**src/rtl/sm_addsub_param_if.sv**
```systemverilog
// Handshake and operand/result bundle for the sign-magnitude adder/subtractor.
// The master drives the request and operands; the slave returns the result and status.
interface sm_addsub_param_if #(
  parameter int WIDTH = 16
);
  logic             start;
  logic             sub;
  logic [WIDTH-1:0] in_a;
  logic [WIDTH-1:0] in_b;
  logic [WIDTH-1:0] out;
  logic             overflow;
  logic             finish;
  logic             busy;

  modport master (
    output start, sub, in_a, in_b,
    input  out, overflow, finish, busy
  );

  modport slave (
    input  start, sub, in_a, in_b,
    output out, overflow, finish, busy
  );
endinterface

```
**src/rtl/sm_addsub_param.sv**
```systemverilog
// Sign-magnitude adder/subtractor: capture on start, resolve signs in SET,
// compute the magnitude in ADD, hold the result in FIN until start drops.
module sm_addsub_param #(
  parameter int WIDTH    = 16,
  parameter bit SATURATE = 1'b0
) (
  input  logic                 clk,
  input  logic                 nRST,
  sm_addsub_param_if.slave     bus
);
  localparam int MW = WIDTH - 1;

  typedef enum logic [1:0] {IDLE, SET, ADD, FIN} state_t;

  state_t          state_reg, state_next;
  logic [MW-1:0]   a_mag_reg, b_mag_reg;
  logic            a_sign_reg, b_sign_reg, sub_reg;
  logic [MW-1:0]   big_reg, small_reg;
  logic            op_sub_reg, res_sign_reg;
  logic [WIDTH-1:0] out_reg;
  logic            overflow_reg;

  logic            eff_b_sign;
  logic [MW:0]     sum;
  logic [MW-1:0]   diff;
  logic [MW-1:0]   res_mag;
  logic            res_ovf;

  // State register
  always_ff @(posedge clk or negedge nRST) begin
    if (!nRST) state_reg <= IDLE;
    else       state_reg <= state_next;
  end

  // Next-state logic
  always_comb begin
    state_next = state_reg;
    case (state_reg)
      IDLE:    if (bus.start) state_next = SET;
      SET:     state_next = ADD;
      ADD:     state_next = FIN;
      FIN:     if (!bus.start) state_next = IDLE;
      default: state_next = IDLE;
    endcase
  end

  // Output decode from the registered state
  always_comb begin
    bus.busy   = (state_reg != IDLE);
    bus.finish = (state_reg == FIN);
  end

  assign bus.out      = out_reg;
  assign bus.overflow = overflow_reg;

  assign eff_b_sign = b_sign_reg ^ sub_reg;
  assign sum        = {1'b0, big_reg} + {1'b0, small_reg};
  assign diff       = big_reg - small_reg;

  always_comb begin
    res_mag = diff;
    res_ovf = 1'b0;
    if (!op_sub_reg) begin
      res_ovf = sum[MW];
      res_mag = (sum[MW] && SATURATE) ? {MW{1'b1}} : sum[MW-1:0];
    end
  end

  always_ff @(posedge clk or negedge nRST) begin
    if (!nRST) begin
      a_mag_reg    <= '0;
      b_mag_reg    <= '0;
      a_sign_reg   <= 1'b0;
      b_sign_reg   <= 1'b0;
      sub_reg      <= 1'b0;
      big_reg      <= '0;
      small_reg    <= '0;
      op_sub_reg   <= 1'b0;
      res_sign_reg <= 1'b0;
      out_reg      <= '0;
      overflow_reg <= 1'b0;
    end else begin
      case (state_reg)
        IDLE: if (bus.start) begin
          a_mag_reg  <= bus.in_a[MW-1:0];
          b_mag_reg  <= bus.in_b[MW-1:0];
          a_sign_reg <= bus.in_a[MW];
          b_sign_reg <= bus.in_b[MW];
          sub_reg    <= bus.sub;
        end
        SET: begin
          // Order operands so the subtract path is always larger minus smaller
          if (a_sign_reg == eff_b_sign) begin
            op_sub_reg   <= 1'b0;
            big_reg      <= a_mag_reg;
            small_reg    <= b_mag_reg;
            res_sign_reg <= a_sign_reg;
          end else if (a_mag_reg >= b_mag_reg) begin
            op_sub_reg   <= 1'b1;
            big_reg      <= a_mag_reg;
            small_reg    <= b_mag_reg;
            res_sign_reg <= a_sign_reg;
          end else begin
            op_sub_reg   <= 1'b1;
            big_reg      <= b_mag_reg;
            small_reg    <= a_mag_reg;
            res_sign_reg <= eff_b_sign;
          end
        end
        ADD: begin
          // A zero magnitude is always emitted as +0
          out_reg      <= {(res_mag != '0) && res_sign_reg, res_mag};
          overflow_reg <= res_ovf;
        end
        default: ;
      endcase
    end
  end
endmodule

```
**src/flat_wrapper.sv**
```systemverilog
// flat-port wrapper written by rule: the top's interface ports become plain ports
module sm_addsub_param_flat 
#(
  parameter int WIDTH    = 16,
  parameter bit SATURATE = 1'b0
)
  (clk, nRST, bus_start, bus_sub, bus_in_a, bus_in_b, bus_out, bus_overflow, bus_finish, bus_busy);
  sm_addsub_param_if #(.WIDTH(WIDTH)) bus_i ();
  input  logic clk;
  input  logic nRST;
  input wire logic [$bits(bus_i.start)-1:0] bus_start;
  input wire logic [$bits(bus_i.sub)-1:0] bus_sub;
  input wire logic [$bits(bus_i.in_a)-1:0] bus_in_a;
  input wire logic [$bits(bus_i.in_b)-1:0] bus_in_b;
  output wire logic [$bits(bus_i.out)-1:0] bus_out;
  output wire logic [$bits(bus_i.overflow)-1:0] bus_overflow;
  output wire logic [$bits(bus_i.finish)-1:0] bus_finish;
  output wire logic [$bits(bus_i.busy)-1:0] bus_busy;
  assign bus_i.start = bus_start;
  assign bus_i.sub = bus_sub;
  assign bus_i.in_a = bus_in_a;
  assign bus_i.in_b = bus_in_b;
  assign bus_out = bus_i.out;
  assign bus_overflow = bus_i.overflow;
  assign bus_finish = bus_i.finish;
  assign bus_busy = bus_i.busy;
  sm_addsub_param #(.WIDTH(WIDTH), .SATURATE(SATURATE)) u_core (.clk(clk), .nRST(nRST), .bus(bus_i));
endmodule
```
**config.mk**
```make
export PLATFORM = sky130hd
export DESIGN_NAME = sm_addsub_param_flat
export DESIGN_NICKNAME = d
export VERILOG_FILES = /design/src/rtl/sm_addsub_param_if.sv /design/src/rtl/sm_addsub_param.sv /design/src/flat_wrapper.sv
export SDC_FILE = /design/constraint.sdc
export NUM_CORES = 1
export LEC_CHECK = 0
export CAP_MARGIN = 40
export CORE_MARGIN = 4
export CORE_UTILIZATION = 47
export CTS_CLUSTER_SIZE = 28
export DETAILED_ROUTE_END_ITERATION = 7
export GPL_ROUTABILITY_DRIVEN = 1
export PLACE_DENSITY = 0.68
export SYNTH_ARGS = -nofsm -noshare
export SYNTH_HDL_FRONTEND = slang
export SYNTH_SLANG_ARGS = --single-unit
```
**constraint.sdc**
```tcl
create_clock -name clk -period 2.9 [get_ports clk]
set_input_delay 0.435 -clock clk [delete_from_list [all_inputs] [get_ports clk]]
set_output_delay 0.435 -clock clk [all_outputs]
set_load 0.05 [all_outputs]
```
==> metrics.txt, run 1 <==
status finished clean; critical path peak fanout 10; syn avg cell area 9.75 um^2; crit share post-route 96.0%; area grow syn2layout 19.7%; via/cell ratio 5.60; mux contribution to synthesized area 11.2%; top post-synthesis cells by count dfrtp_1, ha_1, inv_1, a21oi_1, nor2_1; Final GP Congestion 0.856; Initial Util 48.9%; Max-slew headroom 51.7%; FP Rows 38; Antenna Cells 0; chip width 115 um; CP bufs+invs 1; Final setup violation count 0; max-capacitance violation count 0; Synth Area in Simple Gates 11.9%; via count 4180; Num CTS Buffers 9; H-tree depth 3; largest net degree at the start of global routing 57; area share of fa/ha/maj cells after synthesis 12.1%; Post-DRT Antenna Nets 0; Tot GR Track Use 19.1%; setup TNS 0 ns; WL per Instance 16.1 um; top post-synthesis cells by area dfrtp_1, ha_1, mux2_2; gr ovfl total 0; Clock Skews 0.00691 ns; largest family of logic cells by synthesized area compound AO/OA/AOI/OAI gates; clk sink count 84; Period minus WS final 2.78 ns; later-pin clock latency in the skew report 0.34 ns; area of the mapped netlist 0.00541 mm^2; setup slack, reg-to-reg 0.12 ns; Hold Fails Final Rpt 0; drt pass-1 iters 4; Synthesis Warnings 0; r2r worst-path depth 10; critical path's top delay family simple AND/OR/NAND/NOR gates; CP Data Arrival Time 2.99 ns; die height 115 um; CTS tree built; CTS Hold Buffers Added 0; Distinct cells, synth 62; count leader, synth dfrtp_1; reg2reg end u_core.bus.out[15]; DP Cell Count 729; RSZ-0062 raised after global routing false; slowest stage cell on the critical path a311oi_2; number of synthesized flops with an enable pin 0; cell taking the most area after synthesis dfrtp_1; share of the synthesized area in the top cell type 38.8%; DR iter-0 viols 242; Clk Tree Root Cell clkbuf_16; maximum operating frequency 359 MHz; R2R Path Start u_core.small_reg[3]; Worst Setup End Kind flop; ys flop type dfrtp_1; Core Util, Final 58.5%; xor and xnor area share after synthesis 1.94%; vias in the first global route 4064; crit path cell chain inv_1 > ha_1 > nor3_1 > o21ai_1 > a311oi_2 > nor3_1 > nor4_2 > o21ai_1 > nor4b_2 > a41oi_1; flops & latches, synth 84; Worst-Margin Slew 0.725 ns; Startpoint Class flop; clock-pin slew on the worst setup and hold paths 0.07 ns; DR DRC count 0; initial antenna violation count 0; Cells after Synth 555; IO buf count 54; DIE AREA 0.0133 mm^2; core area 0.0111 mm^2; max incr delay on CP 0.46 ns; max reg flops 16; final hold slack 0.0185 ns; Final Non-Filler Cells 746; global-route wire length before repair 20400 um; Max clock buf depth 2; NumNets Final 689; syn nets 642; Worst EP required 3.10 ns; Synth Area in Compound Gates 17.9%; detailed-route wire length 12000 um; Synth async-reset ratio 100%; CP Class flop to flop; fin. max-slew vios 0; I/O pins 55; Hold Crit Class input pin to async pin; hpwl dp 9060 um; share of layout cells above drive strength 1 14.4%; sequential-to-total area share from yosys stat 38.8%
==> kinds of logic (layout without fill, tap and decap cells) <==
kind of cell,Yosys count,in the layout
buffers and inverters,77,128
and+or+nand+nor,133,133
DFF,84,84
xor gates and xnor gates,12,12
AOI/OAI and AO/OA,142,142
muxes,56,56
adders and majority gates,51,51
==> how the worst max path moves through the flow <==
| stage | cells after the start | from | to | slack (ns) |
|---|---|---|---|---|
| 2_1_floorplan | 10 | u_core.small_reg[0] | u_core.bus.out[15] | 0.43 |
| 3_3_place_gp | 10 | u_core.small_reg[0] | u_core.bus.out[15] | 0.14 |
| 3_5_place_dp | 10 | u_core.small_reg[0] | u_core.bus.out[15] | 0.11 |
| 4_1_cts | 10 | u_core.small_reg[0] | u_core.bus.out[15] | 0.08 |
| 5_1_grt | 10 | u_core.small_reg[0] | u_core.bus.out[15] | 0.007 |
| 6_report | 10 | u_core.small_reg[3] | u_core.bus.out[15] | 0.12 |
==> routing by layer <==
| metal | track usage, % | up-vias | share of wire [%] |
|---|---|---|---|
| li1 | - | 2083 | - |
| met1 | 28.2 | 1996 | 50 |
| met2 | 29.3 | 90 | 44 |
| met3 | 2.42 | 11 | 4.0 |
| met4 | 6.10 | 0 | 1.4 |
| met5 | 0 | - | 0 |
==> through the flow <==
step	worst slack, ns	instance area (um^2)
after CTS	0.0827	6430
after global routing	0.00658	6480
after global placement	0.137	6060
final	0.116	6480
after floorplan	0.426	5410
after detailed placement	0.108	6090
==> cells in the final DEF, fill, tap and decap left out, types with 3 or more instances in the layout <==
master,Yosys,final
a31oi_1,4,3
o221ai_1,16,16
nand2_1,27,27
nand4_1,4,4
clkdlybuf4s50_1,0,53
dfrtp_1,84,84
o211ai_1,8,8
nand3_1,23,23
xnor2_1,6,5
ha_1,49,47
o21ai_0,24,24
nor2_1,44,44
a211oi_1,4,3
o21ai_1,4,4
a21o_1,7,7
o31ai_1,4,4
mux2i_1,19,19
clkbuf_16,0,9
buf_4,0,13
o21a_1,4,4
xor2_1,6,6
mux2_2,37,37
bufinv_16,0,3
a21oi_1,44,44
nor3_1,7,7
nor2b_1,10,10
inv_1,45,45
==> area by class of cell <==
cell class | count | area (um^2)
Clock inverter | 6 | 113
Tap cell | 140 | 175
Sequential cell | 84 | 2100
Clock buffer | 9 | 225
Timing Repair Buffer | 68 | 676
Fill cell | 980 | 4600
Inverter | 45 | 169
Multi-Input combinational cell | 394 | 3020
==> what timing repair did <==
action | in CTS | in global routing
endpoints found under the setup margin | 0 | 3
buffers inserted | 0 | 2
endpoints found under the hold margin | 0 | 0
gates resized for setup | 0 | 7
Power of run 1 is not shown: default switching activity piles up to over one toggle a cycle in this logic, so the estimate is an artifact.
==> inputs of run 2 (changes only) <==
==> constraint.sdc (replaced) <==
create_clock -name clk -period 2.7 [get_ports clk]
set_input_delay 0.405 -clock clk [delete_from_list [all_inputs] [get_ports clk]]
set_output_delay 0.405 -clock clk [all_outputs]
set_load 0.05 [all_outputs]
==> metrics.txt, run 2 (synthesis gave the netlist of run 1 again) <==
max incr delay on CP 0.44 ns (-0.02 ns); metal3 WL 606 um (+26%); WL per Instance 16.8 um (+4.7%); top sig layer met4; Max-slew headroom 52.7% (+1.0 points); die height 115 um (unchanged); hpwl dp 9180 um (+1.4%); DP Cell Count 739 (+1.4%); Final GP Congestion 0.809 (-5.5%); gr ovfl total 0 (unchanged); RSZ-0062 raised after global routing true; DR iter-0 viols 347 (+43%); max-capacitance violation count 0 (unchanged); detailed-route wire length 13000 um (+8.0%); Worst-Margin Slew 0.709 ns (-0.0157 ns); critical path peak fanout 3 (-7); violated checks negative setup slack; NumNets Final 713 (+3.5%); chip width 115 um (unchanged); CTS tree built; setup slack, reg-to-reg -0.03 ns (-0.14 ns); Max clock buf depth 2 (unchanged); share of layout cells above drive strength 1 19.7% (+5.3 points); Worst EP required 2.95 ns (-0.15 ns); Metal-1 WL 6240 um (+3.1%); final hold slack 0.0749 ns (+0.0564 ns); core area 0.0111 mm^2 (unchanged); Num CTS Buffers 9 (unchanged); crit share post-route 101% (+4.9 points); H-tree depth 3 (unchanged); Post-DRT Antenna Nets 0 (unchanged); largest net degree at the start of global routing 47 (-18%); crit path cell chain ha_2 > fa_2 > and2b_1 > o211ai_1 > buf_4 > nand4_1 > a31oi_2 > o21ai_0 > xor2_1 > and2_1 > a41oi_1; most common cell after layout, fill and taps aside dfrtp_1; Hold Fails Final Rpt 0 (unchanged); clock-pin slew on the worst setup and hold paths 0.07 ns (about the same); maximum operating frequency 367 MHz (+2.1%); Core Util, Final 61.7% (+3.2 points); Worst Setup End Kind flop; IO buf count 54 (unchanged); Tot GR Track Use 19.8% (+0.65 points); Startpoint Class flop; Initial Util 48.9% (unchanged); fin. max-slew vios 0 (unchanged); critical path's top delay family compound AO/OA/AOI/OAI gates; clk sink count 84 (unchanged); final worst slack -0.0260 ns (-0.142 ns); status complete, but fails checks; Antenna Cells 0 (unchanged); DR DRC count 0 (unchanged); most frequent cells in the layout dfrtp_1, clkdlybuf4s50_1, ha_1; later-pin clock latency in the skew report 0.34 ns (about the same); CP Class flop to flop; slowest stage cell on the critical path dfrtp_2; I/O pins 55 (unchanged); DIE AREA 0.0133 mm^2 (unchanged); Clk Tree Root Cell clkbuf_16; area grow syn2layout 26.2%; CP bufs+invs 1 (unchanged); CP Data Arrival Time 2.98 ns (about the same); initial antenna violation count 0 (unchanged); met2 WL 5950 um (+12%); drt pass-1 iters 4 (unchanged); vias in the first global route 4283 (+5.4%); via count 4391 (+5.0%); via/cell ratio 5.70 (+1.8%); Clock Skews 0.00590 ns (-0.00101 ns); global-route wire length before repair 21200 um (+4.1%); Final setup violation count 1 (+1); Period minus WS final 2.73 ns (-0.0584 ns); setup TNS -0.0260 ns (-0.0260 ns); max reg flops 16 (unchanged); Hold Crit Class input pin to async pin; FP Rows 38 (unchanged); Final Non-Filler Cells 770 (+3.2%)
run 2: what timing repair did:
action,CTS,global route
hold buffers,0,0
resized for setup,6,22
buffers inserted,2,11
endpoints found under the setup margin,7,26
gates cloned,1,2
pin swaps,7,20
run 2: per-layer routing:
layer	GRT usage (%)	vias to the layer above
met5	0	-
met4	5.01	0
met3	3.21	11
met2	30.8	130
met1	28.7	2131
li1	-	2119
run 2: per-stage QoR:
stage               setup WS, ns  instance area [um^2]
floorplan                  0.226                  5410
global placement         -0.0507                  6170
detailed placement        -0.118                  6170
CTS                      0.00695                  6580
global route              -0.128                  6830
finish                   -0.0260                  6830
run 2: cell type report:
cell class / count / area (um^2)
fill: 942 / 4250
multi-input combinational: 394 / 3120
sequential: 84 / 2100
timing repair buffer: 92 / 937
clock buffer: 10 / 239
tap: 140 / 175
inverter: 45 / 169
clock inverter: 5 / 85.1
run 2: final timing paths:
path	startpoint	cells after the start	to
max	u_core.small_reg[0]	11	u_core.bus.out[15]
min	nRST	1	u_core.small_reg[1]
max reg2reg	u_core.small_reg[0]	11	u_core.bus.out[15]
min reg2reg	u_core.bus.out[0]	2	u_core.bus.out[0]
max in group asynchronous	nRST	2	u_core.a_sign_reg
min in group clk	u_core.bus.out[0]	2	u_core.bus.out[0]
Power of run 2 is left out for the same reason.
==> patch (settings of run 2) <==
`SATURATE` is set to 1'b0 in 2 places; all go to 1'b1.
--- a/src/rtl/sm_addsub_param.sv
+++ b/src/rtl/sm_addsub_param.sv
@@ -3,5 +3,5 @@
 module sm_addsub_param #(
   parameter int WIDTH    = 16,
-  parameter bit SATURATE = 1'b0
+  parameter bit SATURATE = 1'b1
 ) (
   input  logic                 clk,
--- a/src/flat_wrapper.sv
+++ b/src/flat_wrapper.sv
@@ -3,5 +3,5 @@
 #(
   parameter int WIDTH    = 16,
-  parameter bit SATURATE = 1'b0
+  parameter bit SATURATE = 1'b1
 )
   (clk, nRST, bus_start, bus_sub, bus_in_a, bus_in_b, bus_out, bus_overflow, bus_finish, bus_busy);
Function: changed (Yosys sat finds a counterexample within 4 cycles, from zero or initial values and one cycle with nRST low).
==> patch against run 2 <==
- the flow still finishes with violations (setup timing)
- critical endpoint unchanged
- area after synthesis increased by 3.1%
- routed wire length up 14%
- non-clock buffer count increased by 79
- highest routed layer unchanged
- setup slack worse by 0.25 ns
- cell count up 13%
- first-iteration DRC count decreased by 41%
- sequential cell count did not move
- via count rose by 11%
- count of clock-buffer cells in the layout grew 1
- worst hold slack better by 0.0081 ns
- final area is 14% higher
- global-route usage rose by 1.6 points
Power is left out: the tool's default activity adds up to more than one toggle a clock period on the data nets, which glitch-free logic cannot reach.
==> patch: results (changes against run 2) <==
Route
  • Detailed Routing Iterations Pass 1: 5 (+1)
  • Vias: 4873 (+11%)
  • DR WL/cell: 17.1 um (+1.5%)
  • Met2 routed WL: 7170 um (+21%)
  • Met1 Wirelength: 6750 um (+8.2%)
  • Metal3 WL: 576 um (-5.0%)
  • Starting DRC count in detailed routing: 206 (-41%)

Timing
  • Clk_skew: 0.00379 ns (-0.00211 ns)
  • Final setup vio count: 5 (+4)
  • Worst Tran Pin Value: 0.765 ns (+0.0561 ns)
  • Worst setup margin: -0.273 ns (-0.247 ns)
  • TNS Setup: -0.515 ns (-0.489 ns)
  • Hold WS: 0.0830 ns (+0.00812 ns)

Critical path
  • Worst r2r src: u_core.big_reg[6]
  • Critical Path Fanout Max: 7 (+4)
  • Crit path to: u_core.bus.out[15]
  • Critical path class: reg -> reg

Placed design
  • HPWL after detailed placement: 10600 um (+15%)
  • IO Port Bufs: 54 (unchanged)
  • Cells after DPL: 838 (+13%)
  • Pre-CTS WS: -0.364 ns (-0.246 ns)
  • Placer Congestion: 0.887 (+9.5%)
  • Area of placed instances: 0.00697 sq mm (+13%)

Synth
  • Sequential-to-total area share from yosys stat: 37.7% (-1.2 points)
  • Mean Syn Cell Area: 9.82 sq um (+0.71%)
  • Net Count, Synth: 655 (+2.0%)
  • Synth area leaders: dfrtp_1, ha_1, mux2_2
  • Synth top cells by count: dfrtp_1, ha_1, nor2_1
  • Yosys cell types: 71 (+15%)

Global route
  • GRT Total Usage: 21.3% (+1.6 points)
  • Met2 Usage GRT: 34.3% (+3.5 points)
  • Grt met1 use: 28.7% (-0.088 points)
  • Largest net degree at the start of global routing: 85 (+81%)
  • First-pass GRT wire length: 22900 um (+8.1%)
  • Vias in the first global route: 4806 (+12%)
  • Initial antenna violation count: 0 (unchanged)
  • Met3 GRT Util: 4.06% (+0.85 points)

CTS
  • Post-CTS sizing: 23 (+17)
  • CTS root buf: clkbuf_16
  • Clock Path Buffers: 2 (unchanged)
  • TritonCTS Buffers: 9 (unchanged)
  • Post-CTS Setup Bufs: 5 (+3)

Layout
  • ANT cells: 0 (unchanged)
  • Final Net Count: 807 (+13%)
  • Layout cell share with drive strength beyond 1: 34.5% (+15 points)
  • Final Non-Filler Cells: 867 (+13%)
  • Max reg flops: 16 (unchanged)

Status
  • Status: complete, but fails checks
  • Failing checks: setup timing
patch: cell families after synthesis:
logic type / synth area share, %
flip-flops: 37.7
AND/OR/NAND/NOR: 13.5
multiplexers: 12.1
XOR/XNOR: 0.942
adder cells (fa/ha/maj): 11.7
AO/OA/AOI/OAI: 18.2
buffers and inverters: 5.90
patch: layout make-up:
type / instances / area (sq um)
clock buffers: 11 / 243
clock inverters: 4 / 50.0
fillers: 867 / 3710
inverters: 42 / 158
multi-input cells: 412 / 3560
flip-flops and latches: 84 / 2100
well taps: 143 / 179
repair buffers: 171 / 1510
patch: worst max-delay path: stages, from the launching register on:
cell      delay, ns
dfrtp_1        0.43
ha_4           0.31
nor2b_4        0.04
or4_4          0.43
o211ai_1       0.29
a31oi_1        0.12
buf_4          0.18
o21a_1         0.19
a22o_1         0.27
nor4b_4        0.26
nand4_1        0.13
a31o_1         0.23
